<file path="config.mk">
export PLATFORM = sky130hd
export DESIGN_NAME = vend_ctrl_fsm_flat
export DESIGN_NICKNAME = d
export VERILOG_FILES = /design/src/rtl/vend_ctrl_fsm_if.sv /design/src/rtl/vend_ctrl_fsm.sv /design/src/flat_wrapper.sv
export SDC_FILE = /design/constraint.sdc
export NUM_CORES = 1
export LEC_CHECK = 0
export CORE_ASPECT_RATIO = 0.8
export CORE_MARGIN = 4
export CORE_UTILIZATION = 47
export DETAILED_ROUTE_END_ITERATION = 8
export GPL_ROUTABILITY_DRIVEN = 0
export PLACE_DENSITY = 0.77
export RECOVER_POWER = 25
export SYNTH_ARGS = -nofsm -noshare
export SYNTH_HDL_FRONTEND = slang
export SYNTH_SLANG_ARGS = --single-unit
</file>
<file path="constraint.sdc">
create_clock -name i_clk -period 2.07 [get_ports i_clk]
set_input_delay 0.414 -clock i_clk [delete_from_list [all_inputs] [get_ports i_clk]]
set_output_delay 0.414 -clock i_clk [all_outputs]
set_load 0.005 [all_outputs]
</file>
<file path="src/rtl/vend_ctrl_fsm_if.sv">
// ---------------------------------------------------------------------------------------------
// vend_ctrl_fsm_if
// Purpose : groups the event/status bundle exchanged between the vending sequencer and the
//           touch/coin/price driver.
// Modports:
//   master - sequencer side (vend_ctrl_fsm): takes touch events and driver status, drives
//            phase levels, commit pulses, motor request and diagnostics.
//   slave  - driver side: the mirror image of master.
// Signals :
//   select_flag, sure_flag, cancel_flag, charge_flag, coin_sig   touch-decoded events
//   coin_ov_flag, nonenough_flag, coin_val_sum[10:0], product_number[3:0], dispense_ack
//   selected_sta_flag, coin_sta_flag, pay_sta_flag               phase levels
//   coin_fn_flag, pay_st_flag, charge_st_flag                    commit pulses
//   dispense_req, vend_product[3:0]                              motor handshake
//   change_val[10:0], coin_reject, short_pulse, disp_fault, state[2:0]
// ---------------------------------------------------------------------------------------------
interface vend_ctrl_fsm_if;
  logic        select_flag;
  logic        sure_flag;
  logic        cancel_flag;
  logic        charge_flag;
  logic        coin_sig;
  logic        coin_ov_flag;
  logic        nonenough_flag;
  logic [10:0] coin_val_sum;
  logic [3:0]  product_number;
  logic        dispense_ack;

  logic        selected_sta_flag;
  logic        coin_sta_flag;
  logic        coin_fn_flag;
  logic        pay_sta_flag;
  logic        pay_st_flag;
  logic        charge_st_flag;
  logic        dispense_req;
  logic [3:0]  vend_product;
  logic [10:0] change_val;
  logic        coin_reject;
  logic        short_pulse;
  logic        disp_fault;
  logic [2:0]  state;

  modport master (
    input  select_flag, sure_flag, cancel_flag, charge_flag, coin_sig, coin_ov_flag,
           nonenough_flag, coin_val_sum, product_number, dispense_ack,
    output selected_sta_flag, coin_sta_flag, coin_fn_flag, pay_sta_flag, pay_st_flag,
           charge_st_flag, dispense_req, vend_product, change_val, coin_reject, short_pulse,
           disp_fault, state
  );

  modport slave (
    output select_flag, sure_flag, cancel_flag, charge_flag, coin_sig, coin_ov_flag,
           nonenough_flag, coin_val_sum, product_number, dispense_ack,
    input  selected_sta_flag, coin_sta_flag, coin_fn_flag, pay_sta_flag, pay_st_flag,
           charge_st_flag, dispense_req, vend_product, change_val, coin_reject, short_pulse,
           disp_fault, state
  );
endinterface

</file>
<file path="src/rtl/vend_ctrl_fsm.sv">
// ---------------------------------------------------------------------------------------------
// vend_ctrl_fsm
// Purpose : top-level vending sequencer. Walks IDLE/SELECT/COIN/PAY_CHK/PAY_COMMIT/DISPENSE/
//           CHARGE, issues commit pulses to the driver, runs the dispense-motor handshake and
//           the inactivity / dispense watchdogs.
// Ports   :
//   i_clk    system clock
//   i_rst    synchronous active-high reset
//   io_vend  vend_ctrl_fsm_if.master bundle (events in; levels, pulses, status out)
// ---------------------------------------------------------------------------------------------
module vend_ctrl_fsm #(
  parameter int unsigned IDLE_TO = 500000000,
  parameter int unsigned DISP_TO = 100000000,
  parameter int unsigned CNT_W   = 29
) (
  input  logic            i_clk,
  input  logic            i_rst,
  vend_ctrl_fsm_if.master io_vend
);

  typedef enum logic [2:0] {
    StIdle      = 3'd0,
    StSelect    = 3'd1,
    StCoin      = 3'd2,
    StPayChk    = 3'd3,
    StPayCommit = 3'd4,
    StDispense  = 3'd5,
    StCharge    = 3'd6
  } state_e;

  state_e           r_state, w_state_nxt;
  logic             r_coin_pend, r_coin_fn, r_coin_reject, r_short;
  logic             r_pay_st, r_charge_st, r_disp_req, r_disp_fault;
  logic [3:0]       r_vend_product;
  logic [10:0]      r_change_val;
  logic [CNT_W-1:0] r_wdog, w_wdog_nxt;

  logic w_bal_nz, w_prod_nz, w_any_evt, w_coin_ok, w_idle_to, w_disp_to;
  logic w_coin_take, w_short_set;

  assign w_bal_nz  = (io_vend.coin_val_sum != 11'd0);
  assign w_prod_nz = (io_vend.product_number != 4'd0);
  assign w_any_evt = io_vend.select_flag | io_vend.sure_flag | io_vend.cancel_flag |
                     io_vend.charge_flag | io_vend.coin_sig;
  // A coin is refused while the previous one is still being committed.
  assign w_coin_ok = io_vend.coin_sig & ~r_coin_pend & ~r_coin_fn;
  // Watchdog has the lowest priority: any touch event this cycle pre-empts it.
  assign w_idle_to = (r_wdog == CNT_W'(IDLE_TO - 1)) & ~w_any_evt;
  assign w_disp_to = (r_wdog == CNT_W'(DISP_TO - 1));

  always_comb begin
    w_state_nxt = r_state;
    w_coin_take = 1'b0;
    w_short_set = 1'b0;
    case (r_state)
      StIdle: begin
        if (io_vend.charge_flag && w_bal_nz) begin
          w_state_nxt = StCharge;
        end else if (w_coin_ok) begin
          w_state_nxt = StCoin;
          w_coin_take = 1'b1;
        end else if (io_vend.select_flag) begin
          w_state_nxt = StSelect;
        end
      end
      StSelect: begin
        if (io_vend.cancel_flag) begin
          w_state_nxt = StIdle;
        end else if (io_vend.charge_flag && w_bal_nz) begin
          w_state_nxt = StCharge;
        end else if (io_vend.sure_flag && w_prod_nz) begin
          w_state_nxt = StPayChk;
        end else if (w_coin_ok) begin
          w_state_nxt = StCoin;
          w_coin_take = 1'b1;
        end else if (w_idle_to) begin
          w_state_nxt = StIdle;
        end
      end
      StCoin: begin
        // Hold in COIN until the pending coin has been committed or rejected.
        if (r_coin_pend) begin
          w_state_nxt = StCoin;
        end else if (io_vend.cancel_flag || io_vend.charge_flag) begin
          w_state_nxt = w_bal_nz ? StCharge : StIdle;
        end else if (io_vend.sure_flag && w_prod_nz) begin
          w_state_nxt = StPayChk;
        end else if (w_coin_ok) begin
          w_coin_take = 1'b1;
        end else if (io_vend.select_flag) begin
          w_state_nxt = StSelect;
        end else if (w_idle_to) begin
          w_state_nxt = w_bal_nz ? StCharge : StIdle;
        end
      end
      StPayChk: begin
        if (io_vend.nonenough_flag) begin
          w_state_nxt = StCoin;
          w_short_set = 1'b1;
        end else begin
          w_state_nxt = StPayCommit;
        end
      end
      StPayCommit: w_state_nxt = StDispense;
      StDispense: begin
        if (io_vend.dispense_ack) begin
          w_state_nxt = w_bal_nz ? StCoin : StIdle;
        end else if (w_disp_to) begin
          w_state_nxt = StIdle;
        end
      end
      StCharge: w_state_nxt = StIdle;
      default:  w_state_nxt = StIdle;
    endcase
  end

  // Touch events do not restart the dispense watchdog, so a stuck motor always times out.
  always_comb begin
    w_wdog_nxt = r_wdog;
    if (w_state_nxt != r_state) begin
      w_wdog_nxt = '0;
    end else if (w_any_evt && (r_state != StDispense)) begin
      w_wdog_nxt = '0;
    end else if (((r_state == StSelect) || (r_state == StCoin) || (r_state == StDispense)) &&
                 (r_wdog != '1)) begin
      w_wdog_nxt = r_wdog + CNT_W'(1);
    end
  end

  always_ff @(posedge i_clk) begin
    if (i_rst) begin
      r_state        <= StIdle;
      r_coin_pend    <= 1'b0;
      r_coin_fn      <= 1'b0;
      r_coin_reject  <= 1'b0;
      r_short        <= 1'b0;
      r_pay_st       <= 1'b0;
      r_charge_st    <= 1'b0;
      r_disp_req     <= 1'b0;
      r_disp_fault   <= 1'b0;
      r_vend_product <= 4'd0;
      r_change_val   <= 11'd0;
      r_wdog         <= '0;
    end else begin
      r_state       <= w_state_nxt;
      r_coin_pend   <= w_coin_take;
      r_coin_fn     <= r_coin_pend & ~io_vend.coin_ov_flag;
      r_coin_reject <= r_coin_pend & io_vend.coin_ov_flag;
      r_short       <= w_short_set;
      // These track the state being entered so they are high for exactly that state's cycles.
      r_pay_st      <= (w_state_nxt == StPayCommit);
      r_charge_st   <= (w_state_nxt == StCharge);
      r_disp_req    <= (w_state_nxt == StDispense);
      r_wdog        <= w_wdog_nxt;
      if (r_state == StPayChk) begin
        r_vend_product <= io_vend.product_number;
      end
      if (r_state == StCharge) begin
        r_change_val <= io_vend.coin_val_sum;
      end
      if ((r_state == StDispense) && !io_vend.dispense_ack && w_disp_to) begin
        r_disp_fault <= 1'b1;
      end
    end
  end

  assign io_vend.selected_sta_flag = (r_state == StSelect);
  assign io_vend.coin_sta_flag     = (r_state == StCoin);
  assign io_vend.pay_sta_flag      = (r_state == StPayChk);
  assign io_vend.coin_fn_flag      = r_coin_fn;
  assign io_vend.pay_st_flag       = r_pay_st;
  assign io_vend.charge_st_flag    = r_charge_st;
  assign io_vend.dispense_req      = r_disp_req;
  assign io_vend.vend_product      = r_vend_product;
  assign io_vend.change_val        = r_change_val;
  assign io_vend.coin_reject       = r_coin_reject;
  assign io_vend.short_pulse       = r_short;
  assign io_vend.disp_fault        = r_disp_fault;
  assign io_vend.state             = r_state;

endmodule
</file>
<file path="src/flat_wrapper.sv">
// flat-port wrapper written by rule: the top's interface ports become plain ports
module vend_ctrl_fsm_flat 
#(
  parameter int unsigned IDLE_TO = 500000000,
  parameter int unsigned DISP_TO = 100000000,
  parameter int unsigned CNT_W   = 29
)
  (i_clk, i_rst, io_vend_select_flag, io_vend_sure_flag, io_vend_cancel_flag, io_vend_charge_flag, io_vend_coin_sig, io_vend_coin_ov_flag, io_vend_nonenough_flag, io_vend_coin_val_sum, io_vend_product_number, io_vend_dispense_ack, io_vend_selected_sta_flag, io_vend_coin_sta_flag, io_vend_coin_fn_flag, io_vend_pay_sta_flag, io_vend_pay_st_flag, io_vend_charge_st_flag, io_vend_dispense_req, io_vend_vend_product, io_vend_change_val, io_vend_coin_reject, io_vend_short_pulse, io_vend_disp_fault, io_vend_state);
  vend_ctrl_fsm_if io_vend_i ();
  input  logic i_clk;
  input  logic i_rst;
  input wire logic [$bits(io_vend_i.select_flag)-1:0] io_vend_select_flag;
  input wire logic [$bits(io_vend_i.sure_flag)-1:0] io_vend_sure_flag;
  input wire logic [$bits(io_vend_i.cancel_flag)-1:0] io_vend_cancel_flag;
  input wire logic [$bits(io_vend_i.charge_flag)-1:0] io_vend_charge_flag;
  input wire logic [$bits(io_vend_i.coin_sig)-1:0] io_vend_coin_sig;
  input wire logic [$bits(io_vend_i.coin_ov_flag)-1:0] io_vend_coin_ov_flag;
  input wire logic [$bits(io_vend_i.nonenough_flag)-1:0] io_vend_nonenough_flag;
  input wire logic [$bits(io_vend_i.coin_val_sum)-1:0] io_vend_coin_val_sum;
  input wire logic [$bits(io_vend_i.product_number)-1:0] io_vend_product_number;
  input wire logic [$bits(io_vend_i.dispense_ack)-1:0] io_vend_dispense_ack;
  output wire logic [$bits(io_vend_i.selected_sta_flag)-1:0] io_vend_selected_sta_flag;
  output wire logic [$bits(io_vend_i.coin_sta_flag)-1:0] io_vend_coin_sta_flag;
  output wire logic [$bits(io_vend_i.coin_fn_flag)-1:0] io_vend_coin_fn_flag;
  output wire logic [$bits(io_vend_i.pay_sta_flag)-1:0] io_vend_pay_sta_flag;
  output wire logic [$bits(io_vend_i.pay_st_flag)-1:0] io_vend_pay_st_flag;
  output wire logic [$bits(io_vend_i.charge_st_flag)-1:0] io_vend_charge_st_flag;
  output wire logic [$bits(io_vend_i.dispense_req)-1:0] io_vend_dispense_req;
  output wire logic [$bits(io_vend_i.vend_product)-1:0] io_vend_vend_product;
  output wire logic [$bits(io_vend_i.change_val)-1:0] io_vend_change_val;
  output wire logic [$bits(io_vend_i.coin_reject)-1:0] io_vend_coin_reject;
  output wire logic [$bits(io_vend_i.short_pulse)-1:0] io_vend_short_pulse;
  output wire logic [$bits(io_vend_i.disp_fault)-1:0] io_vend_disp_fault;
  output wire logic [$bits(io_vend_i.state)-1:0] io_vend_state;
  assign io_vend_i.select_flag = io_vend_select_flag;
  assign io_vend_i.sure_flag = io_vend_sure_flag;
  assign io_vend_i.cancel_flag = io_vend_cancel_flag;
  assign io_vend_i.charge_flag = io_vend_charge_flag;
  assign io_vend_i.coin_sig = io_vend_coin_sig;
  assign io_vend_i.coin_ov_flag = io_vend_coin_ov_flag;
  assign io_vend_i.nonenough_flag = io_vend_nonenough_flag;
  assign io_vend_i.coin_val_sum = io_vend_coin_val_sum;
  assign io_vend_i.product_number = io_vend_product_number;
  assign io_vend_i.dispense_ack = io_vend_dispense_ack;
  assign io_vend_selected_sta_flag = io_vend_i.selected_sta_flag;
  assign io_vend_coin_sta_flag = io_vend_i.coin_sta_flag;
  assign io_vend_coin_fn_flag = io_vend_i.coin_fn_flag;
  assign io_vend_pay_sta_flag = io_vend_i.pay_sta_flag;
  assign io_vend_pay_st_flag = io_vend_i.pay_st_flag;
  assign io_vend_charge_st_flag = io_vend_i.charge_st_flag;
  assign io_vend_dispense_req = io_vend_i.dispense_req;
  assign io_vend_vend_product = io_vend_i.vend_product;
  assign io_vend_change_val = io_vend_i.change_val;
  assign io_vend_coin_reject = io_vend_i.coin_reject;
  assign io_vend_short_pulse = io_vend_i.short_pulse;
  assign io_vend_disp_fault = io_vend_i.disp_fault;
  assign io_vend_state = io_vend_i.state;
  vend_ctrl_fsm #(.IDLE_TO(IDLE_TO), .DISP_TO(DISP_TO), .CNT_W(CNT_W)) u_core (.i_clk(i_clk), .i_rst(i_rst), .io_vend(io_vend_i));
endmodule
</file>
==> Word level (Yosys, flattened, before mapping) <==
Index checks and enable logic that the tools add are counted.
W data, S select, Z words.
{ "totals": {"ram_bits": 0, "memories": 0, "romBits": 0, "latch_bits": 0, "output_inout_bits": 28, "register_bits": 55} }
{ "classes": {"bitwise_logic": 14, "n_shift": 0, "n_addsub": 1, "multipliers": 0, "reduce_logical": 15, "div_mod_pow": 0, "n_eq_ne": 14, "n_mux": 29, "magnitude_cmp": 0} }
{ "op_table": {"columns": ["cell", "n"], "rows": [
  ["$mux W3", 18],
  ["$add A29 B1 Y29 const B", 1],
  ["$eq A29 B27 Y1 const B", 1],
  ["$eq A29 B29 Y1 const B", 1],
  ["$ne A29 B29 Y1 const B", 1],
  ["$eq A3 B3 Y1 const B", 6],
  ["$pmux W3 S6", 1],
  ["$reduce_bool A11 Y1", 1],
  ["$mux W1", 8],
  ["$eq A3 B2 Y1 const B", 2],
  ["$logic_and A1 B1 Y1", 6],
  ["$and A1 B1 Y1", 5],
  ["$not A1 Y1", 5],
  ["$or A1 B1 Y1", 4],
  ["$reduce_bool A4 Y1", 1],
  ["$eq A3 B1 Y1 const B", 1],
  ["$logic_not A3 Y1", 1],
  ["$logic_or A1 B1 Y1", 3],
  ["$ne A3 B3 Y1", 1],
  ["$ne A3 B3 Y1 const B", 1],
  ["$pmux W1 S3", 1],
  ["$reduce_or A3 Y1", 1],
  ["$mux W2", 1],
  ["$reduce_or A2 Y1", 1],
  ["$logic_not A1 Y1", 1]
]} }

==> Logic depth before layout (Yosys ltp) <==
{ "depth": {"depth_word": 15, "depth_mapped": 9} }

==> Worst setup path before layout <==
Ideal clock, no wire load.
{ "synth_timing": {"kind": "input to register", "start": "input port io_vend_cancel_flag", "end": "register u_core.r_wdog[0]", "slack_ns": -0.180, "cell_stages": 7, "t_required_ns": 1.932, "setup_time_ns": 0.138, "arrival_time_ns": 2.112, "path_buffers": 1, "cell_sequence": "or2_1 -> or4_4 -> nor4_4 -> a22oi_2 -> nor3_4 -> buf_6 -> a211oi_1"} }
{ "synth_via": {"elab_chain_cells": 14, "word_cells_on_any_way": 21} }
{ "synth_lines": {"columns": ["item", "line", "text"], "rows": [
  ["start: declaration", "flat_wrapper.sv:14", "input wire logic [$bits(io_vend_i.cancel_flag)-1:0] io_vend_cancel_flag;"],
  ["$or A1 B1 Y1 (2 in a row)", "vend_ctrl_fsm.sv:43", "assign w_any_evt = io_vend.select_flag | io_vend.sure_flag | io_vend.cancel_flag |"],
  ["$or A1 B1 Y1", "vend_ctrl_fsm.sv:44", "io_vend.charge_flag | io_vend.coin_sig;"],
  ["$not A1 Y1", "vend_ctrl_fsm.sv:48", "assign w_idle_to = (r_wdog == CNT_W'(IDLE_TO - 1)) & ~w_any_evt;"],
  ["$and A1 B1 Y1", "vend_ctrl_fsm.sv:48", null],
  ["$mux W3", "vend_ctrl_fsm.sv:92", "end else if (w_idle_to) begin"],
  ["$mux W3", "vend_ctrl_fsm.sv:90", "end else if (io_vend.select_flag) begin"],
  ["$mux W3", "vend_ctrl_fsm.sv:88", "end else if (w_coin_ok) begin"],
  ["$mux W3", "vend_ctrl_fsm.sv:86", "end else if (io_vend.sure_flag && w_prod_nz) begin"],
  ["$mux W3", "vend_ctrl_fsm.sv:84", "end else if (io_vend.cancel_flag || io_vend.charge_flag) begin"],
  ["$mux W3", "vend_ctrl_fsm.sv:82", "if (r_coin_pend) begin"],
  ["$pmux W3 S6", "vend_ctrl_fsm.sv:55", "case (r_state)"],
  ["$ne A3 B3 Y1", "vend_ctrl_fsm.sv:120", "if (w_state_nxt != r_state) begin"],
  ["$reduce_or A3 Y1 (no line) (*)", null, null],
  ["end signal: assignment", "vend_ctrl_fsm.sv:154", "r_wdog <= w_wdog_nxt;"],
  ["end: declaration", "vend_ctrl_fsm.sv:36", "logic [CNT_W-1:0] r_wdog, w_wdog_nxt;"]
]} }
Mark *: on every way between the ends. The rest lies on a longest branch, timed or not.
A chain may end at the register's enable or synchronous reset.

==> Worst setup path after layout <==
{ "layout_timing": {"start": "register u_core.r_wdog[12]", "end": "register u_core.r_wdog[16]"} }
{ "layout_via": {"elab_chain_cells": 11, "word_cells_on_any_way": 22} }
{ "layout_lines": {"columns": ["item", "line"], "rows": [
  ["$eq A29 B29 Y1", "vend_ctrl_fsm.sv:48"],
  ["$and A1 B1 Y1", "vend_ctrl_fsm.sv:48"],
  ["$mux W3", "vend_ctrl_fsm.sv:92"],
  ["$mux W3", "vend_ctrl_fsm.sv:90"],
  ["$mux W3", "vend_ctrl_fsm.sv:88"],
  ["$mux W3", "vend_ctrl_fsm.sv:86"],
  ["$mux W3", "vend_ctrl_fsm.sv:84"],
  ["$mux W3", "vend_ctrl_fsm.sv:82"],
  ["$pmux W3 S6", "vend_ctrl_fsm.sv:55"],
  ["$ne A3 B3 Y1", "vend_ctrl_fsm.sv:120"],
  ["$reduce_or A3 Y1 (no line)", null]
]} }
Several ways; a longest one is shown, not always the timed one.

==> impl_metrics.json <==
{
  "fin_ws_ns": -0.1629,
  "grt_usage_pct": 25.92,
  "grt.busiest_layer": "met2",
  "power_leakage_nw": 1.698,
  "crit_path_cell_trace": "nor3b_1, nand3_1, nor4_4, buf_4, a22oi_2, nor3_4, buf_12, clkbuf_16, a211oi_1",
  "synth_edf_count": 0,
  "die-area_um2": 7309,
  "die_h_um": 77.27,
  "drtIter0Drc": 388,
  "cts_num_sinks": 55,
  "rsz0062_at_grt": "yes",
  "maxSlewHeadroom_pct": 41.31,
  "grt_max_degree": 21,
  "cpMaxStageDelayCell": "nor3b_1",
  "start_util_pct": 50.20,
  "numCtsBuffers": 5,
  "ir_drop_uv": 439.8,
  "antenna_found_initial": 0,
  "grt_util_met2_pct": 40.51,
  "num-fill-cells": 351,
  "design.core.area_um2": 5615,
  "dp.final_hpwl_um": 6065,
  "synth_nets": 337,
  "min_path_type": "in -> reg",
  "max_freq_ghz": 0.4479,
  "ys_async_sr_fraction_pct": 0,
  "path_max_fanout": 5,
  "clk_pin_slew_worst_paths_ns": 0.11,
  "post-place-ws_ns": -0.6351,
  "fin_skew_ns": 0.009273,
  "yosysWarningCount": 0,
  "ys_ff_latch": 55,
  "drive_above_1_share_pct": 33.26,
  "grt_remaining_overflow": 0,
  "drc": 0,
  "endpoint_kind": "flop",
  "cts_buffer_depth": 2,
  "die_w_um": 94.59,
  "cts_tree": "yes",
  "synth.avg_cell_area_um2": 9.064,
  "cp_slowest_stage_delay_ns": 0.40,
  "vias": 3140,
  "synth_cell_type_count": 59,
  "critPathArrivalTime_ns": 2.43,
  "insertion_delay_ns": 0.31,
  "worstMarginPinSlew_ns": 0.8803,
  "use_met3_pct": 3.523,
  "setup_violations": 30,
  "critical_path_class": "reg -> reg",
  "power_density_nw_per_um2": 682.2,
  "fin_crit_ns": 2.233,
  "syn_area_um2": 2819,
  "synth-seq-area-share_pct": 39.06,
  "n_antenna_cell": 0,
  "use_met1_pct": 37.61,
  "ant_nets": 0,
  "area_delta_synth_final_pct": 55.39,
  "wl_per_cell_um": 19.61,
  "grt_pass1_vias": 2919,
  "critPathRequiredTime_ns": 2.27,
  "cts_max_level": 2,
  "ioPinCount": 53,
  "outcome": "complete, but fails checks",
  "ys.flop_type": "dfxtp_1",
  "design_area_um2": 4380,
  "synth_cells": 311,
  "placedInstanceArea_um2": 3860,
  "maxCapViolCount": 0,
  "hold_viol_final": 0,
  "cts-root-buf": "clkbuf_8",
  "violations": "setup timing",
  "port_buffers": 52,
  "grt_pass1_wl_um": 15100,
  "critPathLaunchType": "flop",
  "final-max-slew-violation-count": 0,
  "timing.final.crit_share_pct": 107.9,
  "drt_wl_total_um": 9905,
  "routed_via_density": 6.218,
  "fin_nets": 452,
  "num_rows": 24,
  "first_pass_iters": 6
}
==> registers in the layout (all words and copies together) (netlist names) <==
name and count:
u_core.r_wdog 29, u_core.io_vend.short_pulse 1, u_core.io_vend.charge_st_flag 1, u_core.io_vend.disp_fault 1
u_core.io_vend.coin_reject 1, u_core.io_vend.vend_product 4, u_core.io_vend.pay_st_flag 1, u_core.io_vend.state 3
u_core.io_vend.change_val 11, u_core.r_coin_pend 1, u_core.io_vend.dispense_req 1, u_core.io_vend.coin_fn_flag 1
==> Yosys cell counts, types with 4 or more instances <==
cell / count / area [um2]
o21ai_0: 5 / 25.02
mux2i_1: 17 / 170.2
a21oi_1: 14 / 70.07
dfxtp_1: 55 / 1101
xnor2_1: 9 / 78.83
xor2_1: 17 / 148.9
nor2b_1: 4 / 25.02
and3_1: 8 / 50.05
nand4_1: 9 / 56.30
and4_1: 6 / 52.55
clkbuf_1: 8 / 30.03
nor2_1: 27 / 101.4
a211oi_1: 18 / 135.1
nor4_1: 6 / 37.54
inv_1: 6 / 22.52
buf_2: 4 / 20.02
nand3_1: 16 / 80.08
nand2_1: 22 / 82.58
==> worst max-delay path: cells and delay by family (launching register included) <==
family / cells / cell delay (ns)
AO/OA/AOI/OAI: 2 / 0.14
buffers and inverters: 3 / 0.48
AND/OR/NAND/NOR: 4 / 1.13
flip-flops: 1 / 0.38
==> layout by cell type (no fill, tap or decap), types with 5 or more instances in the layout <==
| cell type | instances |
|---|---|
| a211oi_2 | 12 |
| inv_1 | 6 |
| nand4_1 | 9 |
| nor2_1 | 24 |
| dlygate4sd2_1 | 10 |
| clkbuf_8 | 5 |
| and3_1 | 7 |
| dfxtp_2 | 7 |
| and4_1 | 6 |
| xor2_1 | 17 |
| dfxtp_1 | 47 |
| a21oi_2 | 9 |
| mux2i_1 | 17 |
| xnor2_1 | 9 |
| o21ai_0 | 5 |
| buf_4 | 58 |
| nand3_1 | 15 |
| nand2_1 | 20 |
| clkdlybuf4s50_1 | 37 |
| a211oi_1 | 8 |
| buf_6 | 8 |
==> through the flow <==
stage	hold WS, ns	utilization (%)	std cells	total power, W	TNS, ns
floorplan	0.4647	-	311	0.001617	-0.6234
global placement	0.4713	68.74	486	0.002068	-16.84
detailed placement	0.4877	68.74	486	0.002089	-19.69
CTS	0.4917	74.78	500	0.002779	-2.382
global route	0.4806	78.01	505	0.003107	-6.971
finish	0.4640	78.01	505	0.002988	-3.771
==> cells by family after synthesis <==
| kind of cell | Yosys count | synth area share (%) |
|---|---|---|
| AO/OA/AOI/OAI | 64 | 16.78 |
| XOR/XNOR | 26 | 8.078 |
| adder cells (fa/ha/maj) | 1 | 0.4438 |
| buffers and inverters | 23 | 3.906 |
| flip-flops | 55 | 39.06 |
| multiplexers | 17 | 6.036 |
| AND/OR/NAND/NOR | 125 | 25.70 |
==> routing by layer <==
layer | wire, um | part of all wire, %
met5 | 0 | 0
met4 | 249 | 2.5
met3 | 909 | 9.2
met2 | 4552 | 46
met1 | 4193 | 42
==> area by class of cell <==
class	instances	area (um2)	share of cell area, %
clock buffer	5	68.82	1.571
clock inverter	3	23.77	0.5427
sequential	55	1114	25.42
inverter	6	22.52	0.5141
timing repair buffer	125	1185	27.05
tap	78	97.59	2.228
multi-input combinational	233	1869	42.67
==> path summary, 6_finish.rpt <==
check / start / end / slack (ns) / cells past startpoint
setup reg to reg: u_core.r_wdog[12]$_SDFFE_PP0P_ / u_core.r_wdog[16]$_SDFFE_PP0P_ / -0.16 / 9
hold reg to reg: u_core.io_vend.vend_product[3]$_SDFFE_PP0P_ / u_core.io_vend.vend_product[3]$_SDFFE_PP0P_ / 0.51 / 2
hold / removal: io_vend_coin_val_sum[10] / u_core.io_vend.change_val[10]$_SDFFE_PP0N_ / 0.46 / 3
setup / recovery: u_core.r_wdog[12]$_SDFFE_PP0P_ / u_core.r_wdog[16]$_SDFFE_PP0P_ / -0.16 / 9
==> repair_timing <==
| action | 4_1_cts | 5_1_grt |
|---|---|---|
| setup endpoints to repair | 37 | 37 |
| setup buffers | 3 | 2 |
| pin swaps | 26 | 16 |
| cloned | 3 | 3 |
| resized for setup | 65 | 22 |
| hold buffers | 0 | 0 |
==> power by group <==
group          internal (W)  total, W  switching [W]
sequential          0.00113   0.00119      0.0000669
combinational      0.000624   0.00119       0.000562
clock              0.000243  0.000610       0.000367
(Power assumes the default switching activity.)
